$ cat config.mk
export PLATFORM = sky130hd
export DESIGN_NAME = rsa_modexp
export DESIGN_NICKNAME = d
export VERILOG_FILES = /design/src/rtl/rsa_pkg.sv /design/src/rtl/rsa_red_if.sv /design/src/rtl/rsa_modexp.sv
export SDC_FILE = /design/constraint.sdc
export NUM_CORES = 1
export LEC_CHECK = 0
export ABC_AREA = 1
export CORE_UTILIZATION = 60
export CTS_BUF_LIST = sky130_fd_sc_hd__clkbuf_4
export CTS_CLUSTER_SIZE = 14
export DETAILED_ROUTE_END_ITERATION = 10
export PLACE_DENSITY = 0.83
export SETUP_SLACK_MARGIN = 0.4
export SLEW_MARGIN = 30
export SYNTH_ARGS = -nofsm -noshare
export SYNTH_HDL_FRONTEND = slang
export SYNTH_SLANG_ARGS = --single-unit
export TNS_END_PERCENT = 1
$ cat constraint.sdc
create_clock -name clock -period 8.53 [get_ports clock]
set_input_delay 1.706 -clock clock [delete_from_list [all_inputs] [get_ports clock]]
set_output_delay 1.706 -clock clock [all_outputs]
set_load 0.02 [all_outputs]
$ cat src/rtl/rsa_pkg.sv
// rsa_pkg: shared types for the modular exponentiation slice.
// FSM/op encodings, datapath widths and the 8x8 product helper.
package rsa_pkg;

    localparam int MOD_W  = 8;
    localparam int PROD_W = 16;

    typedef enum logic [2:0] {
        S_IDLE,
        S_CHECK,
        S_RED_RST,
        S_RED_RUN,
        S_NEXT,
        S_FINISH
    } state_e;

    typedef enum logic [1:0] {
        OP_REDUCE_BASE,
        OP_SQUARE,
        OP_MULT
    } op_e;

    function automatic logic [PROD_W-1:0] mul8(
        input logic [MOD_W-1:0] a,
        input logic [MOD_W-1:0] b
    );
        return PROD_W'(a) * PROD_W'(b);
    endfunction

endpackage

$ cat src/rtl/rsa_red_if.sv
// rsa_red_if: one-shot reduction sequencer.
// issue -> one reset cycle -> enable until ready, with a capture strobe.
module rsa_red_if
    import rsa_pkg::*;
(
    input  logic             clock,
    input  logic             reset,
    input  logic             issue,
    input  logic             red_ready,
    input  logic [MOD_W-1:0] red_result,
    output logic             red_rst,
    output logic             red_enable,
    output logic             cap,
    output logic [MOD_W-1:0] cap_data
);

    logic rst_q, rst_d;
    logic en_q, en_d;

    assign cap        = en_q & red_ready;
    assign cap_data   = red_result;
    assign red_rst    = rst_q;
    assign red_enable = en_q;

    // enable follows the reset cycle, so ready seen here is always fresh
    always_comb begin
        rst_d = issue;
        en_d  = rst_q | (en_q & ~cap);
    end

    always_ff @(posedge clock) begin
        if (reset) begin
            rst_q <= 1'b0;
            en_q  <= 1'b0;
        end else begin
            rst_q <= rst_d;
            en_q  <= en_d;
        end
    end

endmodule

$ cat src/rtl/rsa_modexp.sv
// rsa_modexp: MSB-first square-and-multiply, base^exponent mod modulus.
// Products are formed here; each reduction goes to the external unit.
module rsa_modexp
    import rsa_pkg::*;
#(
    parameter int EXP_W = 8
) (
    input  logic              clock,
    input  logic              reset,
    input  logic              start,
    input  logic [MOD_W-1:0]  base,
    input  logic [EXP_W-1:0]  exponent,
    input  logic [MOD_W-1:0]  modulus,
    output logic              busy,
    output logic              done,
    output logic              err,
    output logic [MOD_W-1:0]  result,
    output logic [PROD_W-1:0] red_x,
    output logic [MOD_W-1:0]  red_y,
    output logic              red_enable,
    output logic              red_reset,
    input  logic [MOD_W-1:0]  red_result,
    input  logic              red_ready
);

    localparam int IDX_W = (EXP_W > 1) ? $clog2(EXP_W) : 1;
    localparam logic [IDX_W-1:0] IDX_TOP = IDX_W'(EXP_W - 1);

    state_e state_q, state_d;
    op_e    op_q, op_d;
    logic [MOD_W-1:0]  base_q, base_d, mod_q, mod_d;
    logic [MOD_W-1:0]  acc_q, acc_d, bm_q, bm_d;
    logic [EXP_W-1:0]  exp_q, exp_d;
    logic [IDX_W-1:0]  idx_q, idx_d;
    logic [PROD_W-1:0] red_x_q, red_x_d;
    logic [MOD_W-1:0]  result_q, result_d;
    logic busy_q, busy_d, done_q, done_d, err_q, err_d;
    logic advance, issue, cap, red_rst;
    logic [MOD_W-1:0] cap_data;

    assign busy      = busy_q;
    assign done      = done_q;
    assign err       = err_q;
    assign result    = result_q;
    assign red_x     = red_x_q;
    assign red_y     = mod_q;
    assign red_reset = reset | red_rst;
    assign issue     = (state_d == S_RED_RST);

    rsa_red_if u_red_if (
        .clock      (clock),
        .reset      (reset),
        .issue      (issue),
        .red_ready  (red_ready),
        .red_result (red_result),
        .red_rst    (red_rst),
        .red_enable (red_enable),
        .cap        (cap),
        .cap_data   (cap_data)
    );

    always_comb begin
        state_d  = state_q;
        op_d     = op_q;
        base_d   = base_q;
        exp_d    = exp_q;
        mod_d    = mod_q;
        acc_d    = acc_q;
        bm_d     = bm_q;
        idx_d    = idx_q;
        red_x_d  = red_x_q;
        result_d = result_q;
        busy_d   = busy_q;
        err_d    = err_q;
        done_d   = 1'b0;
        advance  = 1'b0;
        unique case (state_q)
            S_IDLE: if (start) begin
                base_d  = base;
                exp_d   = exponent;
                mod_d   = modulus;
                busy_d  = 1'b1;
                err_d   = 1'b0;
                idx_d   = IDX_TOP;
                state_d = S_CHECK;
            end
            S_CHECK: begin
                unique case (1'b1)
                    (mod_q == '0): begin
                        err_d    = 1'b1;
                        acc_d    = '0;
                        result_d = '0;
                        state_d  = S_FINISH;
                    end
                    (mod_q == MOD_W'(1)): begin
                        acc_d    = '0;
                        result_d = '0;
                        state_d  = S_FINISH;
                    end
                    default: begin
                        op_d    = OP_REDUCE_BASE;
                        red_x_d = PROD_W'(base_q);
                        acc_d   = MOD_W'(1);
                        state_d = S_RED_RST;
                    end
                endcase
            end
            S_RED_RST: state_d = S_RED_RUN;
            S_RED_RUN: if (cap) begin
                if (op_q == OP_REDUCE_BASE) bm_d = cap_data;
                else                        acc_d = cap_data;
                state_d = S_NEXT;
            end
            S_NEXT: begin
                unique case (op_q)
                    OP_REDUCE_BASE: begin
                        op_d    = OP_SQUARE;
                        red_x_d = mul8(acc_q, acc_q);
                        state_d = S_RED_RST;
                    end
                    OP_SQUARE: if (exp_q[idx_q]) begin
                        op_d    = OP_MULT;
                        red_x_d = mul8(acc_q, bm_q);
                        state_d = S_RED_RST;
                    end else begin
                        advance = 1'b1;
                    end
                    default: advance = 1'b1;
                endcase
                if (advance) begin
                    if (idx_q == '0) begin
                        state_d = S_FINISH;
                    end else begin
                        idx_d   = idx_q - 1'b1;
                        op_d    = OP_SQUARE;
                        red_x_d = mul8(acc_q, acc_q);
                        state_d = S_RED_RST;
                    end
                end
            end
            S_FINISH: begin
                result_d = acc_q;
                done_d   = 1'b1;
                busy_d   = 1'b0;
                state_d  = S_IDLE;
            end
            default: state_d = S_IDLE;
        endcase
    end

    always_ff @(posedge clock) begin
        if (reset) begin
            state_q  <= S_IDLE;
            op_q     <= OP_REDUCE_BASE;
            base_q   <= '0;
            exp_q    <= '0;
            mod_q    <= '0;
            acc_q    <= '0;
            bm_q     <= '0;
            idx_q    <= '0;
            red_x_q  <= '0;
            result_q <= '0;
            busy_q   <= 1'b0;
            done_q   <= 1'b0;
            err_q    <= 1'b0;
        end else begin
            state_q  <= state_d;
            op_q     <= op_d;
            base_q   <= base_d;
            exp_q    <= exp_d;
            mod_q    <= mod_d;
            acc_q    <= acc_d;
            bm_q     <= bm_d;
            idx_q    <= idx_d;
            red_x_q  <= red_x_d;
            result_q <= result_d;
            busy_q   <= busy_d;
            done_q   <= done_d;
            err_q    <= err_d;
        end
    end

endmodule

==> flow_metrics.env <==
export IMPL_vias_per_cell=5.12
export IMPL_synthMuxAreaShare_pct=0.128
export IMPL_cap_violations=0
export IMPL_layout_common_cells="nand2_1 (294), inv_1 (254), nor2_1 (100)"
export IMPL_dp_cells=1368
export IMPL_r2r_end="red_x[14]$_SDFFE_PP0P_"
export IMPL_crit_chain="clkdlybuf4s50_1, buf_4, inv_1, nand2_1, clkdlybuf4s50_1"
export IMPL_synth_fa_ha_area_share_pct=26.5
export IMPL_peakVddDrop_mv=0.174
export IMPL_die_x_um=116
export IMPL_worst_setup_path_start_kind="input pin"
export IMPL_hold_buffers=0
export IMPL_synth_warnings=0
export IMPL_cts_sinks=77
export IMPL_drc_errors=0
export IMPL_final_cells=1385
export IMPL_p_per_area_nw_per_um2=124
export IMPL_wirelength_um=18200
export IMPL_holdPathEnd="exp_q[3]$_SDFFE_PP0P_"
export IMPL_synthTopCellsByArea="dfxtp_1 (20%), fa_1 (16%), nand2_1 (14%), inv_1 (12%), ha_1 (11%)"
export IMPL_critPathSlowestCell="clkdlybuf4s50_1"
export IMPL_io_pins=73
export IMPL_fmaxAchievable_mhz=201
export IMPL_rows=41
export IMPL_synthArstFlopShare_pct=0
export IMPL_wire_per_inst_um=13.1
export IMPL_post_cts_setup_buffers=0
export IMPL_cp_data_arrival_time_ps=3270
export IMPL_synth_top_family_by_area="adder cells"
export IMPL_finClkSkew_ps=18.9
export IMPL_drt_iter0_markers=382
export IMPL_rr_worst_depth=21
export IMPL_critPathRequiredTime_ps=6820
export IMPL_rsz0062_at_grt="no"
export IMPL_reg2reg_slack_ps=3810
export IMPL_final_common_cell="nand2_1"
export IMPL_leakagePower_uw=0.00481
export IMPL_dpl_instance_area_um2=8590
export IMPL_antenna_left=0
export IMPL_path_delay_family="buffers and inverters"
export IMPL_io_buffer_count=72
export IMPL_setup_viol=0
export IMPL_clkTransAtPathRegs_ps=150
export IMPL_clk_path_buf_depth=2
export IMPL_nNetsFinal=1372
export IMPL_r2r_start="acc_q[5]$_SDFFE_PP0P_"
export IMPL_dieHeight_um=116
export IMPL_timing_setup_tns_ps=0
export IMPL_grt_pass1_wl_um=31300
export IMPL_synth_top_area_share_pct=19.7
export IMPL_synth_nets=1329
export IMPL_vias=7097
export IMPL_yosys_area_share_simple_pct=25.9
export IMPL_period_minus_slack_ps=4970
export IMPL_crit_buf_inv=4
export IMPL_place_congestion=0.913
export IMPL_critical_path_class="input pin to primary output"
export IMPL_cts_root_buffer="clkbuf_4"
export IMPL_htreeDepth=3
export IMPL_slowest_delay_ps=590
export IMPL_power_uw=1080
export IMPL_yosys_register_bits=77
export IMPL_yosysTopAreaCell="dfxtp_1"
export IMPL_overflow=0
export IMPL_syn_cell_area_um2=7810
export IMPL_finalHoldViolations=0
export IMPL_synth_cell_types=47
export IMPL_yosysSeqAreaShare_pct=19.7
export IMPL_grtUsageTotal_pct=29.6
export IMPL_cts_tree="done"
export IMPL_worstHoldPathType="register to register"
export IMPL_min_from="exp_q[3]$_SDFFE_PP0P_"
export IMPL_crit_fanout=29
export IMPL_worstMarginPinSlew_ps=849
export IMPL_routed_top_layer="met4"
export IMPL_grt_pass1_vias=6991
export IMPL_max_slew_margin_pct=43.3
export IMPL_wl_met3_um=900
export IMPL_core_area_um2=12700
export IMPL_clock_latency_ps=480
export IMPL_drive_above_1_share_pct=4.29
export IMPL_synth_compound_area_share_pct=10.5
export IMPL_hold_path_cell_count=2
export IMPL_grt_antenna_before_repair=1
export IMPL_cts_resized=0
export IMPL_final_area_um2=8720
export IMPL_dr_wl_met2_um=8580
export IMPL_avgSynthCellArea_um2=6.71
export IMPL_crit_path_frequent_cell="clkdlybuf4s50_1"
export IMPL_outcome="complete, no violations"
export IMPL_met1_length_um=8330
export IMPL_synthFlopType="dfxtp_1"
export IMPL_die_area_um2=13500
export IMPL_synthXorXnorAreaFrac_pct=1.91
export IMPL_grt_max_degree=50
export IMPL_synthCells=1164
export IMPL_hpwl_um=14100
export IMPL_synth_edf_count=0
export IMPL_cts_made_buffers=9
export IMPL_firstDrtPassIters=5
export IMPL_critPathCaptureType="primary output"
export IMPL_drv_slew=0
export IMPL_area_growth_pct=11.6
export IMPL_initial_utilization_pct=61.6
export IMPL_fin_crit_sh_pct=58.3
worst reg2reg max path: stages (launching register included):
cell and delay (ps):
dfxtp_1 890, nand2_1 110, inv_1 150, fa_1 460, fa_1 540, inv_1 50, fa_1 480, fa_1 560
inv_1 60, ha_1 350, nand2_1 120, inv_1 50, nand2_1 60, nand3_1 90, nand2_1 90, nand3_1 70
nand2_1 60, nand2_1 70, nor2_1 150, nor2_1 50, nand2_1 100, a21oi_1 60
through the flow:
stage,hold slack (ps),setup slack (ps),util (%)
after floorplan,429,4260,-
after global routing,484,3450,68.8
after detailed placement,447,3570,67.8
after CTS,466,3560,68.8
after global placement,442,3560,67.8
final,464,3560,68.8
worst max path at each step:
| stage | startpoint | end | cells after the start |
|---|---|---|---|
| floorplan | acc_q[5]$_SDFFE_PP0P_ | red_x[15]$_SDFFE_PP0P_ | 23 |
| detailed placement | reset | red_reset | 5 |
| global route | acc_q[5]$_SDFFE_PP0P_ | red_x[14]$_SDFFE_PP0P_ | 21 |
| global placement | reset | red_reset | 5 |
| finish | reset | red_reset | 5 |
| CTS | reset | red_reset | 5 |
synthesized netlist by cell type (2+ instances only):
library cell,count
o21ai_0,67
o21ai_1,4
buf_6,2
o21bai_1,2
nand2_2,3
o211ai_1,4
dfxtp_1,77
or2_2,9
inv_1,254
ha_1,68
a21oi_2,3
a41oi_1,2
a31oi_1,2
buf_2,3
nand3_4,2
xor2_1,12
a32o_1,2
nor2_2,2
fa_1,61
nand3_2,2
nand4_1,10
xnor2_1,5
a21oi_1,58
nand3_1,56
nor3_1,2
inv_2,4
nand2_1,294
nor2_1,100
clkbuf_1,36
kinds of logic (layout without fill, tap and decap cells):
| family | count (synthesis) | after routing |
|---|---|---|
| buf+inv | 306 | 354 |
| mux | 1 | 1 |
| compound gates | 149 | 149 |
| xor+xnor | 17 | 17 |
| other cells | 0 | 1 |
| flops | 77 | 77 |
| fa+ha+maj | 129 | 129 |
| simple gates | 485 | 485 |
per-layer routing:
layer	vias to the layer above	GRT usage (%)
li1	3622	-
met1	3262	36.7
met2	185	51.7
met3	28	4.88
met4	0	11.0
met5	-	0
where the power goes:
group	switching (uW)	internal (uW)
Sequential	42.9	418
Combinational	260	143
Clock	150	63.2
Total	453	624
final cells by class:
class	count	area, um^2
clock buffers	9	67.6
inverters	261	995
fillers	1129	3950
repair buffers	77	758
diodes	1	2.50
well taps	172	215
multi-input cells	781	5080
clock inverters	7	60.1
flip-flops and latches	77	1540
sequential cells by signal, indices dropped and copies added (netlist names), 2 cells and up:
name and cells:
idx_q 3, red_y 8, result 8, acc_q 8, op_q 2, exp_q 8, bm_q 8, red_x 16
base_q 8, state_q 3
Power figures use the tool's default switching activity.
